==> src/rtl/uart_pkg.sv <==
// Shared UART definitions used by the receiver and its transmit counterpart.
// Holds the default line parameters, the bit-period divider computation,
// 8N1 frame constants and the state encoding common to both FSMs.
package uart_pkg;

    localparam int unsigned DEF_CLK_FREQ = 50_000_000;
    localparam int unsigned DEF_BAUD     = 115_200;

    // 8N1 framing
    localparam int unsigned DATA_BITS = 8;
    localparam int unsigned STOP_BITS = 1;

    // Legal clocks-per-bit range; the debug counter is 9 bits wide
    localparam int unsigned BAUD_DIV_MIN = 8;
    localparam int unsigned BAUD_DIV_MAX = 511;

    localparam logic [1:0] ST_IDLE  = 2'd0;
    localparam logic [1:0] ST_START = 2'd1;
    localparam logic [1:0] ST_DATA  = 2'd2;
    localparam logic [1:0] ST_STOP  = 2'd3;

    typedef enum logic [1:0] {
        StIdle  = ST_IDLE,
        StStart = ST_START,
        StData  = ST_DATA,
        StStop  = ST_STOP
    } uart_state_e;

    function automatic int unsigned calc_baud_div(input int unsigned clk_freq,
                                                  input int unsigned baud);
        return clk_freq / baud;
    endfunction

endpackage

==> src/rtl/uart_rx_sync.sv <==
// Brings the asynchronous serial line into the clk domain.
// Ports:
//   clk     - system clock
//   rst_n   - asynchronous active-low reset (flops reset to idle-high)
//   rx_in   - raw serial line
//   rx_s    - line after two synchronizer flops
//   rx_fall - one-cycle high when rx_s has just gone 1 -> 0
module uart_rx_sync (
    input  logic clk,
    input  logic rst_n,
    input  logic rx_in,
    output logic rx_s,
    output logic rx_fall
);

    logic meta_q;
    logic sync_q;
    logic dly_q;

    always_ff @(posedge clk or negedge rst_n) begin
        if (!rst_n) begin
            meta_q <= 1'b1;
            sync_q <= 1'b1;
            dly_q  <= 1'b1;
        end else begin
            meta_q <= rx_in;
            sync_q <= meta_q;
            dly_q  <= sync_q;
        end
    end

    assign rx_s    = sync_q;
    assign rx_fall = dly_q & ~sync_q;

endmodule

==> src/rtl/one_byte_uart_rx.sv <==
// 8N1 UART receiver for single bytes.
// Ports:
//   clk, rst_n    - system clock, asynchronous active-low reset
//   rx_in         - asynchronous serial line, idle high
//   rx_data       - last correctly framed byte (held until the next good frame)
//   rx_done       - one-cycle pulse when rx_data updates
//   rx_frame_err  - one-cycle pulse when the stop bit samples 0
//   rx_busy       - high whenever a frame is being received
//   baud_cnt      - bit-period counter (debug)
//   baud_tick     - bit-period boundary in DATA/STOP (debug)
module one_byte_uart_rx
    import uart_pkg::*;
#(
    parameter int unsigned CLK_FREQ = DEF_CLK_FREQ,
    parameter int unsigned BAUD     = DEF_BAUD,
    parameter int unsigned BAUD_DIV = calc_baud_div(CLK_FREQ, BAUD)
) (
    input  logic       clk,
    input  logic       rst_n,
    input  logic       rx_in,
    output logic [7:0] rx_data,
    output logic       rx_done,
    output logic       rx_frame_err,
    output logic       rx_busy,
    output logic [8:0] baud_cnt,
    output logic       baud_tick
);

    if (BAUD == 0 || CLK_FREQ < BAUD || STOP_BITS != 1 ||
        BAUD_DIV < BAUD_DIV_MIN || BAUD_DIV > BAUD_DIV_MAX) begin : g_bad_div
        $error("one_byte_uart_rx: BAUD_DIV %0d outside %0d..%0d",
               BAUD_DIV, BAUD_DIV_MIN, BAUD_DIV_MAX);
    end

    localparam logic [8:0] HalfM1  = 9'(BAUD_DIV / 2 - 1);
    localparam logic [8:0] DivM1   = 9'(BAUD_DIV - 1);
    localparam logic [2:0] LastBit = 3'(DATA_BITS - 1);

    logic        rx_s;
    logic        rx_fall;
    logic        tick;

    uart_state_e state_q;
    logic [8:0]  baud_cnt_q;
    logic [2:0]  bit_idx_q;
    logic [7:0]  shift_q;
    logic [7:0]  rx_data_q;
    logic        rx_done_q;
    logic        rx_frame_err_q;

    uart_rx_sync u_sync (
        .clk     (clk),
        .rst_n   (rst_n),
        .rx_in   (rx_in),
        .rx_s    (rx_s),
        .rx_fall (rx_fall)
    );

    assign tick = ((state_q == StData) || (state_q == StStop)) && (baud_cnt_q == DivM1);

    always_ff @(posedge clk or negedge rst_n) begin
        if (!rst_n) begin
            state_q        <= StIdle;
            baud_cnt_q     <= '0;
            bit_idx_q      <= '0;
            shift_q        <= '0;
            rx_data_q      <= '0;
            rx_done_q      <= 1'b0;
            rx_frame_err_q <= 1'b0;
        end else begin
            rx_done_q      <= 1'b0;
            rx_frame_err_q <= 1'b0;
            case (state_q)
                StIdle: begin
                    baud_cnt_q <= '0;
                    if (rx_fall) begin
                        state_q <= StStart;
                    end
                end
                StStart: begin
                    // Re-check the line at mid start bit to reject glitches
                    if (baud_cnt_q == HalfM1) begin
                        baud_cnt_q <= '0;
                        if (!rx_s) begin
                            state_q   <= StData;
                            bit_idx_q <= '0;
                        end else begin
                            state_q <= StIdle;
                        end
                    end else begin
                        baud_cnt_q <= baud_cnt_q + 9'd1;
                    end
                end
                StData: begin
                    if (tick) begin
                        baud_cnt_q <= '0;
                        shift_q    <= {rx_s, shift_q[7:1]};
                        bit_idx_q  <= bit_idx_q + 3'd1;
                        if (bit_idx_q == LastBit) begin
                            state_q <= StStop;
                        end
                    end else begin
                        baud_cnt_q <= baud_cnt_q + 9'd1;
                    end
                end
                StStop: begin
                    // Leave at mid stop bit so an immediately following start edge is seen
                    if (tick) begin
                        baud_cnt_q <= '0;
                        state_q    <= StIdle;
                        if (rx_s) begin
                            rx_data_q <= shift_q;
                            rx_done_q <= 1'b1;
                        end else begin
                            rx_frame_err_q <= 1'b1;
                        end
                    end else begin
                        baud_cnt_q <= baud_cnt_q + 9'd1;
                    end
                end
                default: begin
                    state_q    <= StIdle;
                    baud_cnt_q <= '0;
                end
            endcase
        end
    end

    assign rx_data      = rx_data_q;
    assign rx_done      = rx_done_q;
    assign rx_frame_err = rx_frame_err_q;
    assign rx_busy      = (state_q != StIdle);
    assign baud_cnt     = baud_cnt_q;
    assign baud_tick    = tick;

endmodule

==> config.mk <==
export PLATFORM = sky130hd
export DESIGN_NAME = one_byte_uart_rx
export DESIGN_NICKNAME = d
export VERILOG_FILES = /design/src/rtl/uart_pkg.sv /design/src/rtl/uart_rx_sync.sv /design/src/rtl/one_byte_uart_rx.sv
export SDC_FILE = /design/constraint.sdc
export NUM_CORES = 1
export LEC_CHECK = 0
export ABC_AREA = 1
export CORE_ASPECT_RATIO = 0.6
export CORE_MARGIN = 2
export CORE_UTILIZATION = 60
export DETAILED_ROUTE_END_ITERATION = 8
export DONT_BUFFER_PORTS = 1
export MAX_ROUTING_LAYER = met4
export PLACE_DENSITY = 0.83
export SKIP_CTS_REPAIR_TIMING = 1
export SLEW_MARGIN = 20
export SYNTH_ARGS = -nofsm -noshare
export SYNTH_HDL_FRONTEND = slang
export SYNTH_SLANG_ARGS = --single-unit
==> constraint.sdc <==
create_clock -name clk -period 1.92 [get_ports clk]
set_input_delay 0.384 -clock clk [delete_from_list [all_inputs] [get_ports clk]]
set_output_delay 0.384 -clock clk [all_outputs]
set_load 0.02 [all_outputs]
* Yosys cells after proc, flatten, opt, wreduce, memory -nomap -nowiden
Cells that the tools add are included.
** Word-level totals
- Register bits after elaboration :: 35
- Output and inout bits :: 21
- Logic and storage cells :: 56
** Cells by class
- Add/subtract/negate cells :: 2
- Equal/unequal tests :: 12
- Muxes and demuxes :: 20
- Bitwise operators :: 2
- Reductions and logical operators :: 10
** Operators by type and width (count)
- $pmux W9 S3 :: 1
- $mux W9 :: 2
- $mux W2 :: 6
- $ne A2 B2 Y1 const B :: 5
- $add A9 B1 Y9 const B :: 1
- $eq A9 B8 Y1 const B :: 1
- $eq A9 B9 Y1 const B :: 1
- $mux W3 :: 3
- $pmux W2 S4 :: 1
- $mux W1 :: 6
- $pmux W3 S2 :: 1
- $reduce_and A5 Y1 :: 1
- $eq A2 B2 Y1 const B :: 2
- $reduce_and A4 Y1 :: 1
- $reduce_bool A2 Y1 :: 2
- $add A3 B1 Y3 const B :: 1
- $eq A3 B3 Y1 const B :: 1
- $reduce_and A3 Y1 :: 1
- $eq A2 B1 Y1 const B :: 1
- $logic_not A2 Y1 :: 1
- $ne A2 B1 Y1 const B :: 1
- $reduce_and A2 Y1 :: 1
- $reduce_or A2 Y1 :: 1
- $and A1 B1 Y1 :: 1
- other kinds (3) :: 3

* Logic depth before layout (Yosys ltp)
Gate-level depths: netlist of run 1.
- Word-level depth :: 5
- Mapped depth :: 11

* Cells and area by module
Synthesis of run 1 repeated with hierarchy kept, for this count alone.
** Unflattened totals
- Cells, all modules :: 182
- Area total of the unflattened synthesis :: 1621.6 µm²
** By module, submodules not included
- one_byte_uart_rx :: instances 1, cells an instance 177, area an instance 1532.7 µm², seq. area each 800.8 µm²
- uart_rx_sync :: instances 1, cells an instance 5, area an instance 88.8 µm², seq. area each 78.8 µm²

* Least setup slack after synthesis of run 1
OpenSTA, ideal clock, no wires.
- Path type :: register to register
- Start point :: register baud_cnt_q[1] (netlist: baud_cnt[1])
- End point :: register shift_q[6]
- Data arrival time :: 1.482 ns
- Data required time :: 1.802 ns
- Setup slack :: 0.319 ns
- Cell stages (with the launch flop) :: 11
- Buffers on the path :: 1
- Clock period less this slack :: 1.601 ns
- Cell sequence :: dfrtp_1 inv_1 ha_1 nand2_1 nor2_2 nand3_4 inv_2 nand2_4 buf_6 nand2_1 o21ai_2
** Between the ends
- Word-level cells in the longest chain between the ends :: 3
** Ends and longest elaborated chain
- from (decl) :: RTL line one_byte_uart_rx.sv:44 : logic [8:0] baud_cnt_q;
- from (signal assigned) :: RTL line one_byte_uart_rx.sv:91 : baud_cnt_q <= baud_cnt_q + 9'd1;
- from (signal assigned) :: RTL line one_byte_uart_rx.sv:103 : baud_cnt_q <= baud_cnt_q + 9'd1;
- from (signal assigned) :: RTL line one_byte_uart_rx.sv:118 : baud_cnt_q <= baud_cnt_q + 9'd1;
- $eq A9 B9 Y1 :: RTL line one_byte_uart_rx.sv:59 : assign tick = ((state_q == StData) || (state_q == StStop)) && (baud_cnt_q == DivM1);
- $logic_and A1 B1 Y1 :: RTL line one_byte_uart_rx.sv:59
- named net baud_tick :: RTL line one_byte_uart_rx.sv:26 : output logic baud_tick
- $reduce_and A2 Y1 (no line)
- to (signal assigned) :: RTL line one_byte_uart_rx.sv:97 : shift_q <= {rx_s, shift_q[7:1]};
- to (decl) :: RTL line one_byte_uart_rx.sv:46 : logic [7:0] shift_q;
The timed path passes the listed nets, and every way through them passes these cells.
A chain may end at the register's enable or synchronous reset.

* Worst setup path in the final report of run 1
- Start point :: register baud_cnt_q[7] (netlist: baud_cnt[7])
- End point :: output port baud_tick
** Between the ends
- Word-level cells in the longest chain between the ends :: 2
** Ends and longest elaborated chain (RTL line)
- $eq A9 B9 Y1 :: one_byte_uart_rx.sv:59
- $logic_and A1 B1 Y1 :: one_byte_uart_rx.sv:59
- to (decl) :: one_byte_uart_rx.sv:26
Every way passes these cells.

==> report_table.html, run 1 <==
<table>
<tr><th>Metric</th><th>Value</th></tr>
<tr><th colspan="2">STA</th></tr>
<tr><td>Largest clock skew in the final design</td><td>roughly 0.0076 ns</td></tr>
<tr><td>Setup-failing EPs final</td><td>0</td></tr>
<tr><td>Final TNS setup</td><td>0 ns</td></tr>
<tr><td>Final Max Slew Viols</td><td>0</td></tr>
<tr><td>Worst-case headroom to the max-slew limit</td><td>about 66%</td></tr>
<tr><td>Clock period minus worst slack</td><td>around 1.8 ns</td></tr>
<tr><td>Highest achievable clock rate</td><td>0.5552 GHz</td></tr>
<tr><td>Ratio of final minimum period to clock period</td><td>between 90% and 100%</td></tr>
<tr><td>Unrepaired setup endpoints after global routing</td><td>false</td></tr>
<tr><td>Final worst hold slack</td><td>0.08892 ns</td></tr>
<tr><td>Final-report hold violation count</td><td>0</td></tr>
<tr><td>Worst-margin pin slew</td><td>0.5049 ns</td></tr>
<tr><td>Worst setup slack after layout</td><td>0.1188 ns</td></tr>
<tr><th colspan="2">Run</th></tr>
<tr><td>Count of maximum capacitance violations</td><td>0</td></tr>
<tr><th colspan="2">Yosys</th></tr>
<tr><td>Mean instance size in the synthesized netlist</td><td>approximately 9.2 µm²</td></tr>
<tr><td>Share of synthesized registers carrying an async set or reset</td><td>100.0%</td></tr>
<tr><td>Count of flip-flops with a built-in enable after synthesis</td><td>0</td></tr>
<tr><td>Number of distinct library cells after synthesis</td><td>29</td></tr>
<tr><td>Synthesis-stage register bit count</td><td>35</td></tr>
<tr><td>Cell taking the most area after synthesis</td><td>dfrtp_1</td></tr>
<tr><td>Total standard cell area after synthesis</td><td>roughly 1700 µm²</td></tr>
<tr><td>Synthesis warning total</td><td>0</td></tr>
<tr><td>Most numerous cell in the Yosys netlist</td><td>nand2_1</td></tr>
<tr><td>Proportion of netlist area held by the largest area contributor</td><td>about 48%</td></tr>
<tr><td>Number of standard cells after synthesis</td><td>180</td></tr>
<tr><td>Sequential share of the synthesized area</td><td>53.18%</td></tr>
<tr><td>Top post-synthesis cells by area</td><td>dfrtp_1 48%, nand2_1 11%, o21ai_2 6.4%, inv_1 5.2%, dfstp_2 4.8%</td></tr>
<tr><td>Top cells by instance count after synthesis</td><td>48 x nand2_1, 32 x dfrtp_1, 23 x inv_1</td></tr>
<tr><td>Leading register cell type out of synthesis</td><td>dfrtp_1</td></tr>
<tr><td>Net Count, Synth</td><td>188</td></tr>
<tr><th colspan="2">Power</th></tr>
<tr><td>Static Leakage</td><td>0.0008926 µW</td></tr>
<tr><td>Power density normalized to cell area</td><td>1025 nW/µm²</td></tr>
<tr><td>Worst IR drop on VDD</td><td>0.6109 mV</td></tr>
<tr><th colspan="2">Place</th></tr>
<tr><td>Placed cell count</td><td>roughly 220</td></tr>
<tr><td>Area after DPL</td><td>~1700 µm²</td></tr>
<tr><td>Routability cong.</td><td>about 0.9</td></tr>
<tr><td>Worst-case setup slack after placement</td><td>about 0.31 ns</td></tr>
<tr><td># port buffers</td><td>0</td></tr>
<tr><td>HPWL Detailed</td><td>2.294 mm</td></tr>
<tr><th colspan="2">Floorplan</th></tr>
<tr><td>Core Area</td><td>2557 µm²</td></tr>
<tr><td>Number of standard-cell rows in the floorplan</td><td>14</td></tr>
<tr><td>Die X-Extent</td><td>slightly above 70 µm</td></tr>
<tr><td>Initial Utilization</td><td>64.68%</td></tr>
<tr><td>Die Outline Area</td><td>3207 µm²</td></tr>
<tr><td>Die Y</td><td>between 40 and 50 µm</td></tr>
<tr><td>I/O pin cnt</td><td>24</td></tr>
<tr><th colspan="2">Cells and area</th></tr>
<tr><td>Area of combinational cells with multiple inputs</td><td>around 650 µm²</td></tr>
<tr><td>Filler cell count in the final layout</td><td>~190</td></tr>
<tr><td>Final std cells w/o fill</td><td>225</td></tr>
<tr><td>Growth of design area from synthesis to finish</td><td>10.06%</td></tr>
<tr><td>Final standard cell area without fillers</td><td>around 1800 µm²</td></tr>
<tr><td>Inserted Diodes</td><td>0</td></tr>
<tr><td>Post-layout nets</td><td>200</td></tr>
<tr><td>Sequential Area</td><td>879.6 µm²</td></tr>
<tr><td>Fraction of final layout cells sized beyond drive strength 1</td><td>19.69%</td></tr>
<tr><th colspan="2">Setup path</th></tr>
<tr><td>Worst R2R Setup Slack</td><td>0.28 ns</td></tr>
<tr><td>Crit-path max cell delay</td><td>0.56 ns</td></tr>
<tr><td>Worst Path Arrival</td><td>1.42 ns</td></tr>
<tr><td>Library cell contributing the largest single delay on the critical path</td><td>dfrtp_1</td></tr>
<tr><td>Type of the worst setup path</td><td>flop to output pin</td></tr>
<tr><td>Crit path max-delay family</td><td>flip-flops</td></tr>
<tr><td>Category of the worst setup path launch point</td><td>flop</td></tr>
<tr><td>Worst path cell trace</td><td>nand2_1 &gt; nor2_2 &gt; nand3_4 &gt; inv_2</td></tr>
<tr><td>Max Fanout on Critical Path</td><td>7</td></tr>
<tr><td>CP endpoint kind</td><td>output pin</td></tr>
<tr><td>Required time at the endpoint of the critical path</td><td>1.54 ns</td></tr>
<tr><td>Worst path buffer plus inverter count</td><td>1</td></tr>
<tr><th colspan="2">Hold path</th></tr>
<tr><td>Type of the tightest min-delay check</td><td>input port to flop</td></tr>
<tr><th colspan="2">Clock tree</th></tr>
<tr><td>Clock buffers created by TritonCTS</td><td>5</td></tr>
<tr><td>Number of levels the H-tree was split into</td><td>2</td></tr>
<tr><td>Maximum number of buffers from clock root to sink</td><td>2</td></tr>
<tr><td>Clk sinks</td><td>35</td></tr>
<tr><td>Root buffer selected by CTS</td><td>clkbuf_8</td></tr>
<tr><td>Clk slew on worst S/H paths</td><td>0.07 ns</td></tr>
<tr><td>Clock latency on the worst-skew pair</td><td>approximately 0.28 ns</td></tr>
<tr><td>TritonCTS clock tree</td><td>done</td></tr>
<tr><th colspan="2">Global routing</th></tr>
<tr><td>Via count of the first global-routing pass</td><td>between 1,000 and 1,500</td></tr>
<tr><td>Global-route usage over all layers</td><td>24.91%</td></tr>
<tr><td>Initial antenna violation count</td><td>0</td></tr>
<tr><td>Wire length of the first global-routing pass</td><td>5.616 mm</td></tr>
<tr><td>Pin count of the biggest net entering global routing</td><td>36</td></tr>
<tr><td>Leftover overflow at the end of global routing</td><td>0</td></tr>
<tr><th colspan="2">Route</th></tr>
<tr><td>Number of nets with antenna violations after detailed routing</td><td>0</td></tr>
<tr><td>Average detailed-routed wire length per instance</td><td>14.18 µm</td></tr>
<tr><td>DRC</td><td>0</td></tr>
<tr><td>Total Routed Length</td><td>~3.2 mm</td></tr>
<tr><td>Drt first pass iters</td><td>4</td></tr>
<tr><td>Via count</td><td>1,210</td></tr>
<tr><td>Vias per inst</td><td>5.378</td></tr>
<tr><td>Initial DRC Count</td><td>between 90 and 100</td></tr>
<tr><th colspan="2">Outcome</th></tr>
<tr><td>Result of the run</td><td>finished, final reports clean</td></tr>
</table>
==> where the power goes <==
group,total (µW),switching [µW],internal (µW)
combinational,519,356,163
clock,497,243,254
sequential,850,61.4,789
total,1870,660,1210
==> sequential cells by signal, summed over array words and instances (netlist names), 3 cells and up, named ones only <==
signal and flops:
baud_cnt 9, rx_data 8, shift_q 8, bit_idx_q 3
==> through the flow <==
| stage | util [%] | total power [µW] |
|---|---|---|
| 2_1_floorplan | - | 1224 |
| 5_1_grt | 71.18 | 1995 |
| 3_5_place_dp | 66.83 | 1349 |
| 6_report | 71.18 | 1866 |
| 4_1_cts | 70.01 | 1846 |
| 3_3_place_gp | 66.83 | 1323 |
==> final timing paths <==
| check | end | cells after the start | startpoint |
|---|---|---|---|
| hold reg to reg | u_sync.rx_s | 0 | u_sync.meta_q |
| hold / removal | u_sync.meta_q | 0 | rx_in |
| max in group asynchronous | u_sync.dly_q | 2 | rst_n |
| min in group asynchronous | baud_cnt[5] | 2 | rst_n |
| setup reg to reg | baud_cnt[8] | 8 | baud_cnt[0] |
| setup / recovery | baud_tick | 4 | baud_cnt[7] |
==> kinds of logic (layout without fill, tap and decap cells) <==
kind of cell,after synthesis,after routing,synth area share [%]
adders and majority gates,5,5,3.782
DFF,35,35,53.18
AOI/OAI and AO/OA,28,28,11.50
and+or+nand+nor,82,82,23.00
xor gates and xnor gates,2,2,1.059
buffers and inverters,28,41,7.489
==> final cells by class <==
class,instances,area share (%)
Tap cell,32,2.199
Inverter,25,5.155
Timing Repair Buffer,8,4.124
Multi-Input combinational cell,117,35.74
Clock inverter,1,0.2749
Sequential cell,35,48.32
Clock buffer,7,4.192
==> worst register-to-register path: stages, from the launching register on <==
cell     delay (ns)
dfrtp_1        0.39
buf_4          0.18
ha_1           0.18
nand2_1        0.07
nor2_1         0.23
nand4_1        0.18
o21ai_0        0.19
nand2_1        0.07
nor2_1         0.08
==> cells in the final DEF, fill, tap and decap left out, drive strengths merged, types with 3 or more instances in the layout <==
cell    count
nor3        3
clkbuf      7
nand3       8
nor2       14
ha          5
dfstp       3
nand2      52
inv        25
o21ai      19
buf         7
a21oi       7
dfrtp      32
==> per-layer routing <==
layer	GRT usage [%]	vias up	part of all wire, %
li1	-	594	-
met1	33.33	573	47
met2	35.37	37	45
met3	9.112	6	7.1
met4	8.302	0	1.2
met5	-	-	0
No activity file was read; power rests on OpenSTA's default activity.
==> inputs of run 2 (changes only) <==
--- a/config.mk
+++ b/config.mk
@@ -18,3 +18,4 @@
 export SYNTH_ARGS = -nofsm -noshare
 export SYNTH_HDL_FRONTEND = slang
 export SYNTH_SLANG_ARGS = --single-unit
+export TNS_END_PERCENT = 100
==> constraint.sdc (replaced) <==
create_clock -name clk -period 1.84 [get_ports clk]
set_input_delay 0.368 -clock clk [delete_from_list [all_inputs] [get_ports clk]]
set_output_delay 0.368 -clock clk [all_outputs]
set_load 0.02 [all_outputs]
==> run 2 against run 1 <==
Effect of this change:
- clock skew fell by 0.0021 ns
- count of clock-buffer cells in the layout fell by 2
- clock power rose by 65%
- worst setup slack got worse by 0.086 ns
- critical path type unchanged
- hold slack got worse by 0.014 ns
- core utilization rose by 3.3 points
- sequential share of layout area fell by 2.0 points
==> report_table.html, run 2 (synthesis gave the netlist of run 1 again) <==
<table>
<tr><th>Metric</th><th>Value</th></tr>
<tr><th colspan="2">Cells and area</th></tr>
<tr><td>Inserted Diodes</td><td>0 (unchanged)</td></tr>
<tr><td>Fraction of final layout cells sized beyond drive strength 1</td><td>24.10% (+4.4 points)</td></tr>
<tr><td>Flip-flop count of the largest register after layout</td><td>9 (unchanged)</td></tr>
<tr><td>Filler cell count in the final layout</td><td>173 (-6.5%)</td></tr>
<tr><td>Area of combinational cells with multiple inputs</td><td>655.6 µm² (+0.77%)</td></tr>
<tr><td>Commonest non-fill, non-tap cells in the layout</td><td>47 x nand2_1, 30 x dfrtp_1, 22 x inv_1</td></tr>
<tr><td>Final standard cell area without fillers</td><td>1904 µm² (+4.6%)</td></tr>
<tr><td>Most common cell after layout, fill and taps aside</td><td>nand2_1</td></tr>
<tr><td>Post-layout nets</td><td>202 (+1.0%)</td></tr>
<tr><td>Sequential Area</td><td>882.1 µm² (+0.28%)</td></tr>
<tr><td>Growth of design area from synthesis to finish</td><td>15.13%</td></tr>
<tr><th colspan="2">Global routing</th></tr>
<tr><td>Initial antenna violation count</td><td>0 (unchanged)</td></tr>
<tr><td>Via count of the first global-routing pass</td><td>1,100 (-6.1%)</td></tr>
<tr><td>Leftover overflow at the end of global routing</td><td>0 (unchanged)</td></tr>
<tr><td>Global-route usage over all layers</td><td>22.53% (-2.4 points)</td></tr>
<tr><td>Wire length of the first global-routing pass</td><td>5.161 mm (-8.1%)</td></tr>
<tr><td>Pin count of the biggest net entering global routing</td><td>36 (unchanged)</td></tr>
<tr><th colspan="2">Setup path</th></tr>
<tr><td>Worst setup path startpoint</td><td>baud_cnt[1]</td></tr>
<tr><td>Required time at the endpoint of the critical path</td><td>1.47 ns (-0.07 ns)</td></tr>
<tr><td>Reg-to-Reg End</td><td>baud_cnt[5]</td></tr>
<tr><td>Register-to-Register Path Depth</td><td>9 (+1)</td></tr>
<tr><td>Startpoint of the worst-slack reg-to-reg timing path</td><td>baud_cnt[1]</td></tr>
<tr><td>Worst Path Arrival</td><td>1.44 ns (+0.02 ns)</td></tr>
<tr><td>CP endpoint kind</td><td>output pin</td></tr>
<tr><td>Category of the worst setup path launch point</td><td>flop</td></tr>
<tr><td>Max Fanout on Critical Path</td><td>7 (unchanged)</td></tr>
<tr><td>Worst R2R Setup Slack</td><td>0.12 ns (-0.16 ns)</td></tr>
<tr><td>Type of the worst setup path</td><td>flop to output pin</td></tr>
<tr><th colspan="2">STA</th></tr>
<tr><td>Largest clock skew in the final design</td><td>0.005581 ns (-0.002058 ns)</td></tr>
<tr><td>Final Max Slew Viols</td><td>0 (unchanged)</td></tr>
<tr><td>Final-report hold violation count</td><td>0 (unchanged)</td></tr>
<tr><td>Setup-failing EPs final</td><td>0 (unchanged)</td></tr>
<tr><td>Worst setup slack after layout</td><td>0.03257 ns (-0.08625 ns)</td></tr>
<tr><td>Ratio of final minimum period to clock period</td><td>98.23%</td></tr>
<tr><td>Final TNS setup</td><td>0 ns (unchanged)</td></tr>
<tr><td>Worst-case headroom to the max-slew limit</td><td>68.67% (+2.6 points)</td></tr>
<tr><td>Clock period minus worst slack</td><td>1.807 ns</td></tr>
<tr><td>Unrepaired setup endpoints after global routing</td><td>true</td></tr>
<tr><td>Worst-margin pin slew</td><td>0.4656 ns (-0.03930 ns)</td></tr>
<tr><td>Highest achievable clock rate</td><td>0.5533 GHz</td></tr>
<tr><th colspan="2">Floorplan</th></tr>
<tr><td>I/O pin cnt</td><td>24 (unchanged)</td></tr>
<tr><td>Number of standard-cell rows in the floorplan</td><td>14 (unchanged)</td></tr>
<tr><td>Die Outline Area</td><td>3207 µm² (unchanged)</td></tr>
<tr><td>Die Y</td><td>44.67 µm (unchanged)</td></tr>
<tr><td>Die X-Extent</td><td>71.79 µm (unchanged)</td></tr>
<tr><td>Initial Utilization</td><td>64.68% (unchanged)</td></tr>
<tr><td>Core Area</td><td>2557 µm² (unchanged)</td></tr>
<tr><th colspan="2">Power</th></tr>
<tr><td>Part of the power in combinational logic</td><td>23.5% (-4.3 points)</td></tr>
<tr><td>Net Sw Frac</td><td>32.36% (-3.0 points)</td></tr>
<tr><td>Worst IR drop on VDD</td><td>0.9046 mV (+48%)</td></tr>
<tr><td>Part of the power in the clock network</td><td>36.4% (+9.8 points)</td></tr>
<tr><td>Internal power</td><td>1526 µW (+26%)</td></tr>
<tr><td>Power density normalized to cell area</td><td>1185 nW/µm² (+16%)</td></tr>
<tr><td>Part of the total power dissipated in sequential elements</td><td>40.1% (-5.5 points)</td></tr>
<tr><td>Static Leakage</td><td>0.0009193 µW (+3.0%)</td></tr>
<tr><td>Switching Power</td><td>730.1 µW (+11%)</td></tr>
<tr><td>Power, Total</td><td>2256 µW (+21%)</td></tr>
<tr><th colspan="2">Clock tree</th></tr>
<tr><td>Clock buffers created by TritonCTS</td><td>5 (unchanged)</td></tr>
<tr><td>TritonCTS clock tree</td><td>done</td></tr>
<tr><td>Clk slew on worst S/H paths</td><td>0.07 ns (about the same)</td></tr>
<tr><td>Clk sinks</td><td>35 (unchanged)</td></tr>
<tr><td>Clock latency on the worst-skew pair</td><td>0.29 ns (about the same)</td></tr>
<tr><td>Root buffer selected by CTS</td><td>clkbuf_8</td></tr>
<tr><td>Maximum number of buffers from clock root to sink</td><td>2 (unchanged)</td></tr>
<tr><td>Number of levels the H-tree was split into</td><td>2 (unchanged)</td></tr>
<tr><th colspan="2">Route</th></tr>
<tr><td>Vias per inst</td><td>5.502 (+2.3%)</td></tr>
<tr><td>Drt first pass iters</td><td>4 (unchanged)</td></tr>
<tr><td>Initial DRC Count</td><td>96 (+2.1%)</td></tr>
<tr><td>Average detailed-routed wire length per instance</td><td>14.17 µm (about the same)</td></tr>
<tr><td>Via count</td><td>1,249 (+3.2%)</td></tr>
<tr><td>Total Routed Length</td><td>3.217 mm (+0.81%)</td></tr>
<tr><td>DRC</td><td>0 (unchanged)</td></tr>
<tr><td>Number of nets with antenna violations after detailed routing</td><td>0 (unchanged)</td></tr>
<tr><th colspan="2">Place</th></tr>
<tr><td>Routability cong.</td><td>0.9414 (+5.0%)</td></tr>
<tr><td># port buffers</td><td>0 (unchanged)</td></tr>
<tr><td>Area after DPL</td><td>1702 µm² (-0.44%)</td></tr>
<tr><td>HPWL Detailed</td><td>2.218 mm (-3.3%)</td></tr>
<tr><td>Worst-case setup slack after placement</td><td>0.2048 ns (-0.1039 ns)</td></tr>
<tr><th colspan="2">Run</th></tr>
<tr><td>Count of maximum capacitance violations</td><td>0 (unchanged)</td></tr>
<tr><th colspan="2">Hold path</th></tr>
<tr><td>Number of stages on the worst hold path</td><td>0 (unchanged)</td></tr>
<tr><td>Startpoint of the tightest hold check path</td><td>rx_in</td></tr>
<tr><td>Type of the tightest min-delay check</td><td>input port to flop</td></tr>
<tr><td>Worst Hold Path EP</td><td>u_sync.meta_q</td></tr>
<tr><th colspan="2">Outcome</th></tr>
<tr><td>Result of the run</td><td>finished, final reports clean</td></tr>
</table>
[run 2: cell types whose count changed in the layout (fill, tap and decap cells not counted), sizes merged]
cell / previous run / this run
buf: 7 / 9
clkinvlp: 0 / 1
clkinv: 1 / 0
clkbuf: 7 / 5
bufinv: 0 / 2
[run 2: per-stage QoR]
step / util, % / hold slack [ns] / cells
after floorplan: - / 0.07241 / 180
after global placement: 66.54 / 0.07299 / 214
after detailed placement: 66.54 / 0.07285 / 214
after CTS: 71.87 / -0.2401 / 222
after global routing: 74.46 / 0.06191 / 227
final: 74.46 / 0.07444 / 227
[run 2: how the worst max path moves through the flow]
stage                  endpoint  slack, ns  cells past startpoint
global placement      baud_tick       0.30                      5
CTS                   baud_tick      -0.05                      5
global route          baud_tick      -0.04                      7
floorplan            shift_q[6]       0.24                     10
finish                baud_tick       0.03                      7
detailed placement  baud_cnt[3]       0.20                      6
[run 2: routing by layer]
metal	global-route usage, %	part of all wire, %	up-vias
li1	-	-	599
met1	30.49	47	607
met2	32.59	46	39
met3	8.200	7.2	4
met4	5.660	0.34	0
met5	-	0	-
[run 2: layout make-up]
type	count	share of cell area, %
Tap cell	32	2.102
Multi-Input combinational cell	117	34.43
Sequential cell	35	46.32
Timing Repair Buffer	10	4.928
Inverter	25	5.059
Clock inverter	3	3.548
Clock buffer	5	3.614
[run 2: power by group through the flow]
stage	combinational [µW]	clock, µW	sequential (µW)
global route	592	854	914
detailed placement	491	0	911
CTS	501	829	899
global placement	458	0	907
finish	531	822	904
floorplan	364	0	913
[run 2: worst max-delay path: stages, from the launching register on]
cell and delay [ns]:
dfrtp_1 0.39, inv_2 0.06, ha_1 0.13, nand2_1 0.07, nor2_2 0.16, nand3_4 0.13, inv_4 0.09, buf_6 0.11
==> patch 1: new RTL, settings of run 1 <==
Register the input `rx_in` before use, with the module's reset. The logic sees it one clock later.
--- a/src/rtl/one_byte_uart_rx.sv
+++ b/src/rtl/one_byte_uart_rx.sv
@@ -28,2 +28,12 @@
 
+    logic rx_q;
+
+    always_ff @(posedge clk or negedge rst_n) begin
+        if (!rst_n) begin
+            rx_q <= '0;
+        end else begin
+            rx_q <= rx_in;
+        end
+    end
+
     if (BAUD == 0 || CLK_FREQ < BAUD || STOP_BITS != 1 ||
@@ -53,3 +63,3 @@
         .rst_n   (rst_n),
-        .rx_in   (rx_in),
+        .rx_in   (rx_q),
         .rx_s    (rx_s),
Check against the original RTL: not equivalent (Yosys sat finds a counterexample within 4 cycles, from zero or initial values and one cycle with rst_n low).
==> patch 1 against run 1 <==
Routed wire length up 8.3%. Synthesized area is 2.7% higher. Power grew 14%. Design area increased by 4.9%. Non-clock buffer count grew 2. Worst setup slack worse by 0.020 ns. Cell count rose by 4.0%. Sequential cell count increased by 1. Clock skew grew 0.0017 ns. Critical endpoint unchanged. Largest power group unchanged.
==> patch 1: results (changes against run 1) <==
stage	metric	value	unit	change
cts	htree_levels	2		unchanged
worst_setup_path	path_max_fanout	3		-4
cells_and_area	final_nets	209		+4.5%
cts	root_buffer	clkbuf_8		
cts	clk_pin_slew	0.07	ns	about the same
synthesis	synthArstFlopShare	100.0	%	unchanged
detailed_routing	routed_wirelength	3456	um	+8.3%
placement	numPortBuffers	0		unchanged
synthesis	yosysSeqAreaShare	53.24	%	+0.063 points
cts	cts_max_path_buffers	2		unchanged
pwr	p_leak	0.0009212	uW	+3.2%
sta	worstMarginPinSlew	0.4083	ns	-0.09662 ns
sta	fin_skew	0.009354	ns	+0.001715 ns
sta	report.final.hold_viol_count	0		unchanged
pwr	peakVddDrop	0.8128	mV	+33%
detailed_routing	vias	1280		+5.8%
cts	cts_buffers	5		unchanged
worst_setup_path	crit_arrival	1.44	ns	+0.02 ns
cts	clk_latency	0.29	ns	
synthesis	yosysUniqueCellTypes	23		-21%
detailed_routing	drtIter0Drc	118		+26%
placement	place_congestion	0.8864		-1.1%
placement	dp_worst_setup_slack	0.2411	ns	-0.06759 ns
synthesis	yosys-top-cells-area	dfrtp_1 (49%), nand2_1 (9.9%), o21ai_2 (7.7%), inv_1 (5.5%), nor2_1 (5.3%)		
cells_and_area	largest_register_ffs	9		unchanged
grt	overflow	0		unchanged
grt	grt.total_usage	24.09	%	-0.82 points
synthesis	yosysWarnings	0		unchanged
synthesis	syn-num-nets	195		+3.7%
run_status	outcome	completed		
grt	antenna_found_initial	0		unchanged
grt	grt_pass1_wl	5602	um	-0.25%
grt	grt_pass1_vias	1235		+5.5%
min_path	min_path_type	input pin to flop		
cells_and_area	num-fill-cells	179		-3.2%
cells_and_area	drive_gt1_share	21.78	%	+2.1 points
grt	grt_max_degree	37		+2.8%
synthesis	synthTopCellsByCount	nand2_1 (45), dfrtp_1 (33), inv_1 (25)		
placement	hpwl	2416	um	+5.3%
## patch 1: critical path: stages, from the launching register on
cell and delay [ns]:
dfrtp_1 0.40, inv_2 0.09, ha_2 0.19, nand3_1 0.10, nor3_2 0.21, buf_4 0.17
## patch 1: stage by stage
stage	hold WS (ns)	setup TNS, ns	area (sq um)	utilization [%]	instances
2_1_floorplan	0.08841	0	1699	-	187
3_3_place_gp	0.08901	0	1762	67.95	223
3_5_place_dp	0.08898	0	1762	67.95	223
4_1_cts	-0.2154	-0.04144	1869	72.10	231
5_1_grt	0.1130	0	1909	73.65	234
6_report	0.1304	0	1909	73.65	234
## patch 1: final timing paths
kind	start	to	slack (ns)	depth (start not counted)
worst max-delay path	baud_cnt[1]	baud_tick	0.1	5
worst min-delay path	rx_in	rx_q	0.13	0
worst max register to register	baud_cnt[1]	bit_idx_q[0]	0.21	11
worst min register to register	rx_q	u_sync.meta_q	0.36	0
max in group asynchronous	rst_n	u_sync.meta_q	1.10	2
min in group asynchronous	rst_n	shift_q[6]	0.55	2
## patch 1: layout make-up
type	instances	area, sq um	area share, %
clock buffers	6	72.57	3.801
repair buffers	10	90.09	4.718
well taps	32	40.04	2.097
flip-flops and latches	36	904.6	47.38
clock inverters	2	35.03	1.835
inverters	25	93.84	4.915
multi-input cells	123	673.1	35.26
## patch 1: metal layers
layer  global-route usage (%)  part of all wire [%]
met5                        -                     0
met4                    10.00                   1.2
met3                    6.473                   6.7
met2                    37.27                    47
met1                    30.57                    45
## patch 1: power breakdown
part	internal, uW	total [uW]	switching (uW)
Clock	385	647	261
Combinational	173	569	396
Sequential	828	920	91.5
Total	1390	2140	749
## patch 1: logic make-up after synthesis
family	share of synthesized area (%)
buffers and inverters	7.290
and+or+nand+nor	22.90
xor gates and xnor gates	2.578
AOI/OAI and AO/OA	10.31
adders and majority gates	3.682
DFF	53.24
==> patch 2: new RTL, flow settings as in run 1 <==
Without the edit above. Reset style: synchronous (`rst_n`), changed in 2 clocked blocks. Comments in the files are not updated.
--- a/src/rtl/uart_rx_sync.sv
+++ b/src/rtl/uart_rx_sync.sv
@@ -19,3 +19,3 @@
 
-    always_ff @(posedge clk or negedge rst_n) begin
+    always_ff @(posedge clk) begin
         if (!rst_n) begin
--- a/src/rtl/one_byte_uart_rx.sv
+++ b/src/rtl/one_byte_uart_rx.sv
@@ -60,3 +60,3 @@
 
-    always_ff @(posedge clk or negedge rst_n) begin
+    always_ff @(posedge clk) begin
         if (!rst_n) begin
Function: differs if rst_n is asserted again (counterexample within 4 cycles, from zero or initial values and one cycle with rst_n low); with rst_n held inactive, the same outputs for 10 cycles.
==> patch 2 against run 1 <==
Synthesized area decreased by 11%. Cell count increased by 1.3%. Sequential cell count unchanged. Fmax decreased by 2.4%. Register-to-register slack got worse by 0.08 ns. Sequential share of layout area decreased by 5.6 points. Routed wire length decreased by 0.16%. Design area decreased by 9.5%. Worst setup slack got worse by 0.044 ns. Synthesized cell count increased by 2.8%. Largest cell class unchanged.
Power is not compared: it rests on default switching activity, and its combinational part moved more than twofold at a synthesized area within 25%.
==> patch 2: results (changes against run 1) <==
stage	metric	value	unit	change
placement	place_congestion	0.9117		+1.7%
placement	hpwl	2245	um	-2.2%
worst_setup_path	path_delay_family	simple AND/OR/NAND/NOR gates		
synthesis	synth_xor_area_share	2.976	%	+1.9 points
detailed_routing	via_per_inst	5.425		+0.89%
grt	grt.total_usage	25.87	%	+0.96 points
synthesis	synthArstFlopShare	0	%	-100 points
detailed_routing	dr.pass1.iters	5		+1
cells_and_area	drive_gt1_share	15.66	%	-4.0 points
min_path	holdPathEnd	u_sync.dly_q		
worst_setup_path	slowest_delay	0.41	ns	-0.15 ns
placement	placed_cell_area	0.001550	sq mm	-9.3%
synthesis	syn-num-nets	193		+2.7%
synthesis	synth_compound_area_share	13.69	%	+2.2 points
worst_setup_path	r2r-end	shift_q[5]		
sta	fin_skew	0.004765	ns	-0.002874 ns
worst_setup_path	reg2reg_slack	0.20	ns	-0.08 ns
sta	holdWs	0.1956	ns	+0.1067 ns
synthesis	synthTopCellsByCount	dfxtp_1 (35), nand2_1 (28), nor2_1 (27)		
worst_setup_path	path_max_fanout	5		-2
synthesis	yosys-top-cells-area	dfxtp_1 (48%), nand2_1 (7.1%), nor2_1 (6.9%), inv_1 (6.6%), a21oi_1 (4.8%)		
placement	numPortBuffers	0		unchanged
synthesis	yosysSeqAreaShare	47.62	%	-5.6 points
detailed_routing	drtIter0Drc	77		-18%
synthesis	synth_ff_type	dfxtp_1		
cells_and_area	final_nets	205		+2.5%
grt	grt_max_degree	16		-56%
run_status	outcome	completed		
synthesis	synth_adder_area_share	4.252	%	+0.47 points
worst_setup_path	crit_arrival	1.46	ns	+0.04 ns
placement	dp_worst_setup_slack	0.1722	ns	-0.1365 ns
worst_setup_path	r2r_start	baud_cnt[1]		
min_path	min_from	rst_n		
patch 2: changes by cell type after synthesis, sizes merged, moves of 7 or more:
cell and delta:
a211oi +7, a21oi +7, dfrtp -32, dfxtp +35, nand2 -23, nor2 +17, o21ai -8
patch 2: area by class of cell:
| cell class | count | area [sq um] |
|---|---|---|
| Clock buffer | 5 | 68.82 |
| Clock inverter | 3 | 20.02 |
| Fill cell | 160 | 596.8 |
| Inverter | 26 | 97.59 |
| Multi-Input combinational cell | 121 | 659.4 |
| Sequential cell | 35 | 704.4 |
| Tap cell | 30 | 37.54 |
| Timing Repair Buffer | 8 | 60.06 |
patch 2: worst max path at each step:
stage	start	to	cells past startpoint	slack [ns]
finish	baud_cnt[4]	baud_tick	5	0.07
global route	baud_cnt[1]	shift_q[1]	8	0.002
CTS	baud_cnt[0]	baud_tick	6	-0.04
detailed placement	baud_cnt[0]	shift_q[5]	7	0.17
global placement	baud_cnt[0]	baud_cnt[6]	10	0.22
floorplan	baud_cnt[0]	baud_cnt[6]	8	0.27
patch 2: layer usage:
layer	wire length, um	part of all wire (%)	track usage, %	vias up
met4	56	1.8	10.80	0
li1	-	-	-	616
met2	1397	44	35.34	46
met1	1516	48	35.19	568
met3	215	6.7	8.065	7
met5	0	0	-	-
patch 2: kinds of logic after synthesis:
group / after synthesis
simple gates: 77
xor+xnor: 5
flops: 35
compound gates: 34
buf+inv: 29
fa+ha+maj: 5
patch 2: through the flow:
step	util (%)	cells	power, uW
after floorplan	-	185	829.5
after global placement	69.06	220	844.1
after detailed placement	69.06	220	848.4
after CTS	73.02	228	1352
after global routing	73.41	228	1401
final	73.41	228	1351
patch 2: power by group through the flow:
stage / clock network [uW] / registers (uW) / logic [uW]
2_1_floorplan: 0 / 765 / 64.6
3_3_place_gp: 0 / 764 / 79.6
3_5_place_dp: 0 / 766 / 82.4
4_1_cts: 519 / 749 / 83.3
5_1_grt: 554 / 751 / 96.0
6_report: 517 / 750 / 83.3
